### src/rtl/multicycle_control.sv
// Multi-cycle MIPS main controller: sequences memory, IR, PC, ALU and register writes per instruction.
// Optional build macro ILLEGAL_OP_TRAP_EN adds a TRAP state and the Illegal_Op output.
module multicycle_control #(
   parameter int CNT_W = 32
) (
   input  logic             clk,
   input  logic             reset,
   input  logic [5:0]       Opcode,
   input  logic             Mem_Ready,
   output logic             PC_Write,
   output logic             PC_Write_Cond,
   output logic             PC_Write_Cond_NE,
   output logic             IorD,
   output logic             Mem_Read,
   output logic             Mem_Write,
   output logic             IR_Write,
   output logic [1:0]       Reg_Dst,
   output logic [1:0]       Mem_to_Reg,
   output logic             Reg_Write,
   output logic             ALU_Src_A,
   output logic [1:0]       ALU_Src_B,
   output logic [2:0]       ALU_Op,
   output logic [1:0]       PC_Source,
   output logic [3:0]       State,
   output logic             Instr_Retired,
   output logic [CNT_W-1:0] Instr_Count
`ifdef ILLEGAL_OP_TRAP_EN
   ,
   output logic             Illegal_Op
`endif
);

   localparam logic [5:0] OP_RTYPE = 6'd0;
   localparam logic [5:0] OP_J     = 6'd2;
   localparam logic [5:0] OP_JAL   = 6'd3;
   localparam logic [5:0] OP_BEQ   = 6'd4;
   localparam logic [5:0] OP_BNE   = 6'd5;
   localparam logic [5:0] OP_ADDI  = 6'd8;
   localparam logic [5:0] OP_SLTI  = 6'd10;
   localparam logic [5:0] OP_ANDI  = 6'd12;
   localparam logic [5:0] OP_ORI   = 6'd13;
   localparam logic [5:0] OP_XORI  = 6'd14;
   localparam logic [5:0] OP_LUI   = 6'd15;
   localparam logic [5:0] OP_LW    = 6'd35;
   localparam logic [5:0] OP_SW    = 6'd43;

   localparam logic [2:0] ALU_ADD   = 3'b000;
   localparam logic [2:0] ALU_SUB   = 3'b001;
   localparam logic [2:0] ALU_FUNCT = 3'b010;
   localparam logic [2:0] ALU_AND   = 3'b011;
   localparam logic [2:0] ALU_OR    = 3'b100;
   localparam logic [2:0] ALU_SLT   = 3'b101;
   localparam logic [2:0] ALU_XOR   = 3'b110;
   localparam logic [2:0] ALU_LUI   = 3'b111;

   typedef enum logic [3:0] {
      S_FETCH     = 4'd0,
      S_DECODE    = 4'd1,
      S_MEM_ADDR  = 4'd2,
      S_MEM_READ  = 4'd3,
      S_MEM_WB    = 4'd4,
      S_MEM_WRITE = 4'd5,
      S_R_EXEC    = 4'd6,
      S_R_WB      = 4'd7,
      S_I_EXEC    = 4'd8,
      S_I_WB      = 4'd9,
      S_BRANCH    = 4'd10,
      S_JUMP      = 4'd11
`ifdef ILLEGAL_OP_TRAP_EN
      ,
      S_TRAP      = 4'd12
`endif
   } state_e;

   state_e           state_q, state_d;
   logic [CNT_W-1:0] count_q, count_d;

   always_ff @(posedge clk or negedge reset) begin
      if (!reset) begin
         state_q <= S_FETCH;
         count_q <= '0;
      end else begin
         state_q <= state_d;
         count_q <= count_d;
      end
   end

   // Whole decode sits under reset so every output drops combinationally while reset is low.
   always_comb begin
      state_d          = state_q;
      PC_Write         = 1'b0;
      PC_Write_Cond    = 1'b0;
      PC_Write_Cond_NE = 1'b0;
      IorD             = 1'b0;
      Mem_Read         = 1'b0;
      Mem_Write        = 1'b0;
      IR_Write         = 1'b0;
      Reg_Dst          = 2'b00;
      Mem_to_Reg       = 2'b00;
      Reg_Write        = 1'b0;
      ALU_Src_A        = 1'b0;
      ALU_Src_B        = 2'b00;
      ALU_Op           = ALU_ADD;
      PC_Source        = 2'b00;
      Instr_Retired    = 1'b0;
      if (reset) begin
         case (state_q)
            S_FETCH: begin
               Mem_Read  = 1'b1;
               ALU_Src_B = 2'b01;
               IR_Write  = Mem_Ready;
               PC_Write  = Mem_Ready;
               if (Mem_Ready) state_d = S_DECODE;
            end
            S_DECODE: begin
               ALU_Src_B = 2'b11;
               case (Opcode)
                  OP_RTYPE:                  state_d = S_R_EXEC;
                  OP_LW, OP_SW:              state_d = S_MEM_ADDR;
                  OP_ADDI, OP_SLTI, OP_ANDI,
                  OP_ORI, OP_XORI, OP_LUI:   state_d = S_I_EXEC;
                  OP_BEQ, OP_BNE:            state_d = S_BRANCH;
                  OP_J, OP_JAL:              state_d = S_JUMP;
`ifdef ILLEGAL_OP_TRAP_EN
                  default:                   state_d = S_TRAP;
`else
                  default:                   state_d = S_FETCH;
`endif
               endcase
            end
            S_MEM_ADDR: begin
               ALU_Src_A = 1'b1;
               ALU_Src_B = 2'b10;
               state_d   = (Opcode == OP_LW) ? S_MEM_READ : S_MEM_WRITE;
            end
            S_MEM_READ: begin
               IorD     = 1'b1;
               Mem_Read = 1'b1;
               if (Mem_Ready) state_d = S_MEM_WB;
            end
            S_MEM_WB: begin
               Mem_to_Reg    = 2'b01;
               Reg_Write     = 1'b1;
               Instr_Retired = 1'b1;
               state_d       = S_FETCH;
            end
            S_MEM_WRITE: begin
               IorD          = 1'b1;
               Mem_Write     = 1'b1;
               Instr_Retired = Mem_Ready;
               if (Mem_Ready) state_d = S_FETCH;
            end
            S_R_EXEC: begin
               ALU_Src_A = 1'b1;
               ALU_Op    = ALU_FUNCT;
               state_d   = S_R_WB;
            end
            S_R_WB: begin
               Reg_Dst       = 2'b01;
               Reg_Write     = 1'b1;
               Instr_Retired = 1'b1;
               state_d       = S_FETCH;
            end
            S_I_EXEC: begin
               ALU_Src_A = 1'b1;
               ALU_Src_B = 2'b10;
               case (Opcode)
                  OP_ANDI: ALU_Op = ALU_AND;
                  OP_ORI:  ALU_Op = ALU_OR;
                  OP_SLTI: ALU_Op = ALU_SLT;
                  OP_XORI: ALU_Op = ALU_XOR;
                  OP_LUI:  ALU_Op = ALU_LUI;
                  default: ALU_Op = ALU_ADD;
               endcase
               state_d = S_I_WB;
            end
            S_I_WB: begin
               Reg_Write     = 1'b1;
               Instr_Retired = 1'b1;
               state_d       = S_FETCH;
            end
            S_BRANCH: begin
               ALU_Src_A        = 1'b1;
               ALU_Op           = ALU_SUB;
               PC_Source        = 2'b01;
               PC_Write_Cond    = (Opcode == OP_BEQ);
               PC_Write_Cond_NE = (Opcode == OP_BNE);
               Instr_Retired    = 1'b1;
               state_d          = S_FETCH;
            end
            S_JUMP: begin
               PC_Source     = 2'b10;
               PC_Write      = 1'b1;
               Instr_Retired = 1'b1;
               // jal links PC+4, which FETCH already loaded into the PC.
               if (Opcode == OP_JAL) begin
                  Reg_Dst    = 2'b10;
                  Mem_to_Reg = 2'b10;
                  Reg_Write  = 1'b1;
               end
               state_d = S_FETCH;
            end
`ifdef ILLEGAL_OP_TRAP_EN
            S_TRAP: state_d = S_TRAP;
`endif
            default: state_d = S_FETCH;
         endcase
      end
   end

   always_comb begin
      count_d = count_q;
      if (Instr_Retired) count_d = count_q + CNT_W'(1);
   end

   assign State       = state_q;
   assign Instr_Count = count_q;
`ifdef ILLEGAL_OP_TRAP_EN
   assign Illegal_Op  = reset && (state_q == S_TRAP);
`endif

endmodule
### config.mk
export PLATFORM = sky130hd
export DESIGN_NAME = multicycle_control
export DESIGN_NICKNAME = d
export VERILOG_FILES = /design/src/rtl/multicycle_control.sv
export SDC_FILE = /design/constraint.sdc
export NUM_CORES = 1
export LEC_CHECK = 0
export CAP_MARGIN = 30
export CORE_UTILIZATION = 45
export CTS_BUF_LIST = sky130_fd_sc_hd__clkbuf_8
export CTS_CLUSTER_DIAMETER = 150
export DETAILED_ROUTE_END_ITERATION = 10
export GPL_TIMING_DRIVEN = 0
export PLACE_DENSITY_LB_ADDON = 0.15
export SYNTH_ARGS = -nofsm -noshare
export SYNTH_HDL_FRONTEND = slang
export SYNTH_SLANG_ARGS = --single-unit
### constraint.sdc
create_clock -name clk -period 2.37 [get_ports clk]
set_input_delay 0.237 -clock clk [delete_from_list [all_inputs] [get_ports clk]]
set_output_delay 0.237 -clock clk [all_outputs]
set_load 0.005 [all_outputs]
==> metrics.csv <==
stage,metric,value,unit
critical_path,max incr delay on CP,520,ps
grt,first-pass GRT wire length,8404,µm
cts,root buffer cell,clkbuf_8,
yosys,Synth warnings,0,
floorplanning,Ports,66,
floorplanning,Core ar.,4474,µm²
flow_run,Max-cap violations,0,
yosys,Post-synth EDFFs,0,
hold_path,WHS Endpoint,State[3]$_DFFE_PN0P_,
yosys,Synth Instances,236,
cts,htree depth,2,
power_and_ir_drop,Power Dens Cells,639.2,nW/µm²
drt,WL per Instance,13.56,µm
place,DP HPWL,3587,µm
floorplanning,total die area,5069,µm²
drt,via count,1992,
hold_path,WHS Path Cells,3,
layout,synth-to-layout area growth,44.08,%
place,PortBufs,64,
cts,CTS tree,built,
cts,cts bufs inserted,5,
floorplanning,die width,71.20,µm
timing,Worst Skew,5.064,ps
yosys,post-synth cell types,46,
timing,setup ws final,119.4,ps
timing,Final Hold Vio Count,0,
timing,f_max,444.3,MHz
floorplanning,Die Ht,71.20,µm
hold_path,hold crit path type,in -> reg,
power_and_ir_drop,Max rail drop VDD,0.5175,mV
cts,Clock Path Buffers,2,
critical_path,Worst Path Arrival,2010,ps
layout,ANT cells,0,
yosys,Mapped Nets,247,
critical_path,Crit Path Max Fanout,8,
yosys,most numerous cell in the Yosys netlist,dfrtp_1,
timing,fin crit share,94.96,%
floorplanning,row count,24,
critical_path,buffers plus inverters on the worst setup path,2,
drt,TritonRoute pass-1 iters,7,
critical_path,crit end category,output pin,
timing,minimum clock period,2251,ps
grt,All-Layer GR Usage,20.93,%
critical_path,critical path class,in -> out,
critical_path,Top delay family on crit path,buffers and inverters,
place,RD Place Congestion,0.8810,
drt,antenna-violating nets left,0,
timing,final setup fails,0,
hold_path,hold path startpoint,reset,
yosys,Synth top cells by count,"36 x dfrtp_1, 25 x nand2_1, 20 x xnor2_1",
cts,Clock Sinks,36,
yosys,fraction of registers with async set/reset,100.0,%
yosys,mapped cell area,2155,µm²
timing,Final TNS setup,0,ps
grt,antenna violations before repair,0,
floorplanning,Initial Util,48.15,%
critical_path,r2r startpoint,State[0]$_DFFE_PN0P_,
layout,# nets final,324,
yosys,Yosys reg bits,36,
yosys,top-area cell type share of the netlist area,41.81,%
place,pre-CTS setup slack,-666.5,ps
critical_path,crit-path cells,clkdlybuf4s50_1 -> or3_4 -> nor3_2 -> a21o_1 -> clkdlybuf4s50_1,
timing,Max-slew headroom,41.42,%
yosys,"area leader, netlist",dfrtp_1,
outcome,violated checks,design-rule violations,
critical_path,Worst path slowest cell,clkdlybuf4s50_1,
outcome,status,"finished, violations left",
yosys,Synth area leaders,"dfrtp_1 42%, xnor2_1 8.1%, xor2_1 5.3%",
yosys,"Seq/Total Area, Yosys",41.81,%
yosys,mean area per synthesized cell,9.130,µm²
critical_path,R2R cell count,6,
cts,Clock transition at path regs,70,ps
drt,# DRC,3,
timing,final slew viol count,0,
grt,grt ovf,0,
layout,layout cells sized above 1,12.42,%
grt,largest net degree at the start of global routing,37,
cts,Clock Latency Late Sink,290,ps
power_and_ir_drop,Leak,1.364,nW
critical_path,most repeated library cell on the critical path,clkdlybuf4s50_1,
grt,vias in the first global route,1849,
place,Placed Cells,353,
drt,Vias/cell,5.443,
timing,measured slew at the worst slew-check pin,870.7,ps
yosys,ys flop type,dfrtp_1,
drt,drt total wl,4963,µm
critical_path,Worst setup SP type,input pin,
critical_path,Worst EP required,2130,ps
drt,1st-iter DRT viols,98,
critical_path,worst reg2reg setup slack,310,ps
critical_path,RR Endpoint,Instr_Count[8]$_DFFE_PN0P_,
layout,Layout Cells excl Fill,366,
[sequential cells by signal, summed over array words and instances (netlist names)]
signal	flops
State	4
Instr_Count	32
[cell families after synthesis]
family / Yosys count / share of synthesized area [%]
DFF: 36 / 41.81
and+or+nand+nor: 120 / 31.13
muxes: 3 / 1.452
xor gates and xnor gates: 33 / 13.41
AOI/OAI and AO/OA: 24 / 7.143
adders and majority gates: 2 / 1.161
buffers and inverters: 18 / 3.891
[worst register-to-register path, stage by stage, from the launching register on]
cell,delay (ps)
dfrtp_1,390
buf_6,140
or3b_1,200
a21oi_4,80
nor4_1,770
nand4_1,200
xnor2_1,160
[worst max path at each step]
| stage | end | cells past startpoint | start | slack, ps |
|---|---|---|---|---|
| floorplan | Instr_Count[28]$_DFFE_PN0P_ | 7 | State[0]$_DFFE_PN0P_ | 470 |
| global placement | PC_Write_Cond | 6 | reset | -1660 |
| detailed placement | PC_Write_Cond_NE | 6 | reset | -670 |
| CTS | ALU_Op[0] | 6 | State[1]$_DFFE_PN0P_ | -30 |
| global route | Instr_Retired | 5 | State[0]$_DFFE_PN0P_ | -2 |
| finish | Reg_Write | 5 | Opcode[3] | 120 |
[layout by cell type, fill, tap and decap left out, drive strengths merged, types with 3 or more instances in the layout]
master	netlist	layout
clkbuf	7	12
dlymetal6s2s	0	4
a21oi	6	6
nor2	12	12
dfrtp	36	36
and2	4	4
xnor2	20	20
nand3	11	11
clkdlybuf4s50	0	57
nand2b	7	7
nor3	19	19
inv	8	9
o21ai	7	7
or4	3	3
xor2	13	13
nor2b	4	4
nand4	9	9
buf	3	10
and3	4	4
nand2	25	25
nor4	10	10
[power by group]
part | leakage [nW] | internal [W] | total, W | switching (W)
Clock | 0.0486 | 0.000232 | 0.000445 | 0.000213
Combinational | 0.843 | 0.000421 | 0.000793 | 0.000371
Sequential | 0.473 | 0.000675 | 0.000747 | 0.0000715
Total | 1.36 | 0.00133 | 0.00198 | 0.000656
[metal layers]
| metal | share of wire (%) | up-vias | global-route usage (%) |
|---|---|---|---|
| met2 | 49 | 51 | 34.07 |
| met5 | 0 | - | 0 |
| met4 | 1.7 | 0 | 7.111 |
| met1 | 46 | 946 | 28.09 |
| li1 | - | 986 | - |
| met3 | 4.0 | 9 | 3.846 |
[area by class of cell]
class | instances | area, µm²
multi-input combinational | 182 | 1237
tap | 52 | 65.06
clock inverter | 2 | 11.26
buffer | 10 | 67.56
fill | 348 | 1370
sequential | 36 | 903.4
inverter | 8 | 30.03
clock buffer | 6 | 82.58
timing repair buffer | 70 | 706.9
[through the flow]
| stage | instance area, µm² | total power (W) | utilization, % | hold WS, ps |
|---|---|---|---|---|
| floorplan | 2155 | 0.001142 | - | -58.59 |
| global placement | 2860 | 0.001457 | 63.93 | 456.1 |
| detailed placement | 2860 | 0.001468 | 63.93 | 382.2 |
| CTS | 3028 | 0.001944 | 67.67 | 391.3 |
| global route | 3104 | 0.002116 | 69.38 | 432.9 |
| finish | 3104 | 0.001984 | 69.38 | 397.6 |
[timing repair]
action / CTS / global route
buffers inserted: 2 / 1
resized for setup: 14 / 22
endpoints found under the hold margin: 36 / 0
hold buffers: 2 / 0
pin swaps: 0 / 5
setup endpoints to repair: 16 / 12
Power figures use the tool's default switching activity.
